**src/rtl/booth_radix4_seq_multiplier.sv**
```systemverilog
// Sequential radix-4 Booth multiplier: two multiplier bits retired per clock, registered 2*WIDTH product.
// Optional BOOTH_UNSIGNED_EN: honour is_signed (zero-extend operands when 0); otherwise operands are always signed.
module booth_radix4_seq_multiplier #(
    parameter int WIDTH = 64
) (
    input  logic                 clk,
    input  logic                 reset,
    input  logic                 start,
    input  logic                 is_signed,
    input  logic [WIDTH-1:0]     multiplicand,
    input  logic [WIDTH-1:0]     multiplier,
    output logic [2*WIDTH-1:0]   result,
    output logic                 busy,
    output logic                 done
);

    localparam int EXT       = WIDTH + 2;
    localparam int NUM_STEPS = EXT / 2;
    localparam int CNT_W     = $clog2(NUM_STEPS + 1);
    localparam logic [CNT_W-1:0] LAST_STEP = CNT_W'(NUM_STEPS - 1);

    typedef enum logic [1:0] {
        IDLE        = 2'b00,
        CALCULATING = 2'b01,
        DONE        = 2'b10
    } stateT;

    stateT                   state;
    logic signed [EXT-1:0]   mcand;
    logic [EXT:0]            yWin;
    logic signed [2*EXT-1:0] acc;
    logic signed [2*EXT-1:0] accShifted;
    logic signed [2*EXT-1:0] ppWide;
    logic signed [2*EXT-1:0] accNext;
    logic signed [EXT-1:0]   pp;
    logic [CNT_W-1:0]        stepCount;
    logic                    extM;
    logic                    extY;

`ifdef BOOTH_UNSIGNED_EN
    assign extM = is_signed & multiplicand[WIDTH-1];
    assign extY = is_signed & multiplier[WIDTH-1];
`else
    logic unusedIsSigned;
    assign unusedIsSigned = is_signed;
    assign extM = multiplicand[WIDTH-1];
    assign extY = multiplier[WIDTH-1];
`endif

    // Booth digit selection; the E-bit width leaves headroom so +/-2M never overflows.
    function automatic logic signed [EXT-1:0] boothPartial(input logic [2:0] win,
                                                          input logic signed [EXT-1:0] m);
        case (win)
            3'b000, 3'b111: return {EXT{1'b0}};
            3'b001, 3'b010: return m;
            3'b011:         return m <<< 1;
            3'b100:         return -(m <<< 1);
            3'b101, 3'b110: return -m;
            default:        return {EXT{1'b0}};
        endcase
    endfunction

    assign busy = (state == CALCULATING);
    assign done = (state == DONE);

    // Next accumulator value: arithmetic shift by two, partial product added at the top.
    always_comb begin
        pp         = boothPartial(yWin[2:0], mcand);
        accShifted = acc >>> 2;
        ppWide     = {{2{pp[EXT-1]}}, pp, {(EXT-2){1'b0}}};
        accNext    = accShifted + ppWide;
    end

    // Controller, operand latches, accumulator and result register.
    always_ff @(posedge clk or posedge reset) begin
        if (reset) begin
            state     <= IDLE;
            result    <= '0;
            acc       <= '0;
            stepCount <= '0;
            mcand     <= '0;
            yWin      <= '0;
        end else begin
            case (state)
                IDLE, DONE: begin
                    if (start) begin
                        mcand     <= {{2{extM}}, multiplicand};
                        yWin      <= {{2{extY}}, multiplier, 1'b0};
                        acc       <= '0;
                        stepCount <= '0;
                        state     <= CALCULATING;
                    end
                end
                CALCULATING: begin
                    acc       <= accNext;
                    yWin      <= yWin >> 2;
                    stepCount <= stepCount + CNT_W'(1);
                    if (stepCount == LAST_STEP) begin
                        result <= accNext[2*WIDTH-1:0];
                        state  <= DONE;
                    end
                end
                default: state <= IDLE;
            endcase
        end
    end

endmodule

```
**config.mk**
```make
export PLATFORM = sky130hd
export DESIGN_NAME = booth_radix4_seq_multiplier
export DESIGN_NICKNAME = d
export VERILOG_FILES = /design/src/rtl/booth_radix4_seq_multiplier.sv
export SDC_FILE = /design/constraint.sdc
export NUM_CORES = 1
export LEC_CHECK = 0
export CAP_MARGIN = 20
export CORE_MARGIN = 4
export CORE_UTILIZATION = 30
export CTS_CLUSTER_SIZE = 24
export DETAILED_ROUTE_END_ITERATION = 8
export PLACE_DENSITY = 0.52
export SYNTH_ARGS = -nofsm -noshare
export SYNTH_HDL_FRONTEND = slang
export SYNTH_SLANG_ARGS = --single-unit
```
**constraint.sdc**
```tcl
create_clock -name clk -period 14.6 [get_ports clk]
set_clock_uncertainty 0.1 [all_clocks]
set_input_delay 2.92 -clock clk [delete_from_list [all_inputs] [get_ports clk]]
set_output_delay 2.92 -clock clk [all_outputs]
set_load 0.005 [all_outputs]
```
==> impl_metrics.ini <==
[floorplanning]
coreArea_sq_um = 73080
die_x_um = 279.6
initial_utilization_pct = 30.28
rows = 99
die_h_um = 279.6
pin_count = 262
dieArea_sq_um = 78180

[worst_setup_path]
r2r_start = mcand[21]
crit_type = reg -> reg
cp.required_ps = 14960
cp_slowest_cell = o31ai_1
crit_path_start_kind = flip-flop
cp_top_family = simple AND/OR/NAND/NOR gates
r2r_setup_slack_ps = 7440
r2r_end = result[115]
slowest_delay_ps = 820
cp.arrival_ps = 7530
rr_worst_depth = 18
worstPathBufferInverterCount = 0
cp_num_cells = 18
endpoint_kind = flip-flop
path_cells = or4_4, nor4_1, nand4_1, or3_1, nand2_1, xnor2_1, a221oi_1, a31oi_1, ha_1, and4_1, nand4_1, or3_1, a2111o_1, o211a_1, o31ai_1, a41oi_1, xnor2_1, mux2_2
crit_path_max_fanout = 8

[min_path]
min_path_type = reg -> reg
hold_path_depth = 2
hold-path-endpoint = yWin[9]
hold_start = yWin[9]

[pwr]
peakVddDrop_v = 0.0001136
internal_power_w = 0.004415
clockPowerShare_pct = 15.1
switching_share_pct = 46.37
p_leak_nw = 12.20
powerDensity_nw_per_um2 = 302.6
power_frac_comb_pct = 60.4
p_switching_w = 0.003816
seq_power_share_pct = 24.5

[timing]
finalHoldViolCount = 0
setup_viol = 0
fmax_mhz = 139.6
post-route-period-util_pct = 49.07
slew_viol_final = 0
fin_setup_tns_ps = 0
holdWs_ps = 377.5
setup_ws_ps = 7436
period_minus_slack_ps = 7164
rsz0062_at_grt = no
max-slew-margin-rel_pct = 30.41
worst_slew_pin_slew_ps = 1044

[routing]
drtIter0Drc = 1089
antenna_left = 0
drc = 0
routed_wl_um = 68440
wire_per_inst_um = 19.46
viasPerCell = 5.220
vias = 18360
dr.pass1.iters = 5

[clock_network]
cts_sinks = 395
cts_setup_buffers = 0
cts.clk_slew.worst_paths_ps = 60
clock_latency_ps = 610
h-tree-depth = 2
cts_buffer_depth = 3
cts-hold-fix-buffers = 0
tritoncts = yes
cts_resized = 0
cts_made_buffers = 48
ctsRootBufferMaster = clkbuf_16

[grt]
grt_max_degree = 152
overflow = 0
grt_pass1_vias = 18610
grt_pass1_wl_um = 107500
grt_use_total_pct = 17.08
antenna_found_initial = 16

[synthesis]
synth_fp_nets = 2559
ys.flop_type = dfrtp_1
syn-instance-count = 2357
synth_top_area_share_pct = 44.66
yosysMostFrequentCell = nand2_1
ys_types = 70
ys_top_cells_by_count = 509 x nand2_1, 395 x dfrtp_1, 160 x clkbuf_1, 127 x mux2_2, 122 x a22o_1
async_flop_share_pct = 100.0
avgSynthCellArea_sq_um = 9.390
ys_ff_latch = 395
seq_area_frac_synth_pct = 44.66
synth-edff-count = 0
yosysTopAreaCell = dfrtp_1
syn_area_sq_um = 22130
yosys_warnings = 0
yosys-top-cells-area = dfrtp_1 45%, nand2_1 8.6%, mux2_2 6.5%

[run]
cap_violations = 0

[layout]
fin_area_sq_um = 27200
fin_nets = 2716
drive_gt1_share_pct = 10.15
syn2layout_area_growth_pct = 22.92
finish.utilization_pct = 37.22

[placement]
post_dp_cell_area_sq_um = 25500
portBuffers = 260
place.detailed.hpwl_um = 48100
place_congestion = 0.9103
post-place-ws_ps = 7199

[run_status]
status = finished clean
## area by class of cell
cell class	count	area [sq um]
Tap cell	959	1200
Antenna cell	6	15.01
Inverter	31	128.9
Timing Repair Buffer	282	2778
Clock buffer	71	1438
Clock inverter	17	250.2
Multi-Input combinational cell	1756	11510
Fill cell	7334	45880
Sequential cell	395	9887
## registers in the layout, indices dropped and copies added (netlist names)
| name | flops |
|---|---|
| acc | 129 |
| result | 128 |
| yWin | 66 |
| mcand | 64 |
| stepCount | 6 |
| state | 2 |
## worst max path at each step
stage / end / from
finish: result[115] / mcand[21]
global route: result[127] / mcand[2]
CTS: result[127] / mcand[2]
detailed placement: result[127] / mcand[21]
global placement: result[127] / mcand[21]
floorplan: acc[100] / reset
## per-layer routing
metal / vias up / part of all wire (%) / global-route usage (%) / wire [um]
li1: 8735 / - / - / -
met1: 9027 / 43 / 21.84 / 29750
met2: 478 / 47 / 28.48 / 32070
met3: 101 / 7.5 / 5.292 / 5154
met4: 18 / 2.0 / 3.951 / 1340
met5: - / 0.18 / 0 / 125
## cells by family (layout without fill, tap and decap cells)
group,count (synthesis),in the layout,synth area share (%)
flops,395,395,44.66
xor+xnor,162,162,6.411
other cells,0,6,0
buf+inv,206,401,3.539
simple gates,782,782,15.63
fa+ha+maj,70,70,3.991
compound gates,610,610,19.08
mux,132,132,6.688
## stage by stage
step	cells	total power, W
after CTS	3510	0.008330
after detailed placement	3422	0.007049
after global routing	3512	0.008944
final	3517	0.008231
after global placement	3422	0.006960
after floorplan	2357	0.005517
## cells in the final DEF (no fill, tap or decap), drive strengths merged, types with 14 or more instances in the layout
master and n:
nand2 510, dfrtp 395, clkdlybuf4s50 260, mux2 127, a22o 122, o21ai 120
a21oi 105, xnor2 90, a22oi 88, nor2 85, xor2 72, clkbuf 72
ha 69, a221oi 33, nor3 32, a31oi 31, inv 30, nand4 28
a21o 27, nand3 21, buf 21, o21bai 20, or3 19, nand2b 17
nor2b 14
## worst min-delay path: cells and delay by family, from the launching register on
family           cells  cell delay, ps
flip-flops           1             340
AND/OR/NAND/NOR      2             100
## power by group through the flow
stage | registers (W) | logic (W) | clock network (W)
after global placement | 0.00203 | 0.00493 | 0
final | 0.00202 | 0.00497 | 0.00124
after CTS | 0.00202 | 0.00502 | 0.00128
after global routing | 0.00208 | 0.00553 | 0.00133
after detailed placement | 0.00203 | 0.00502 | 0
after floorplan | 0.00183 | 0.00368 | 0
(Power assumes the default switching activity.)
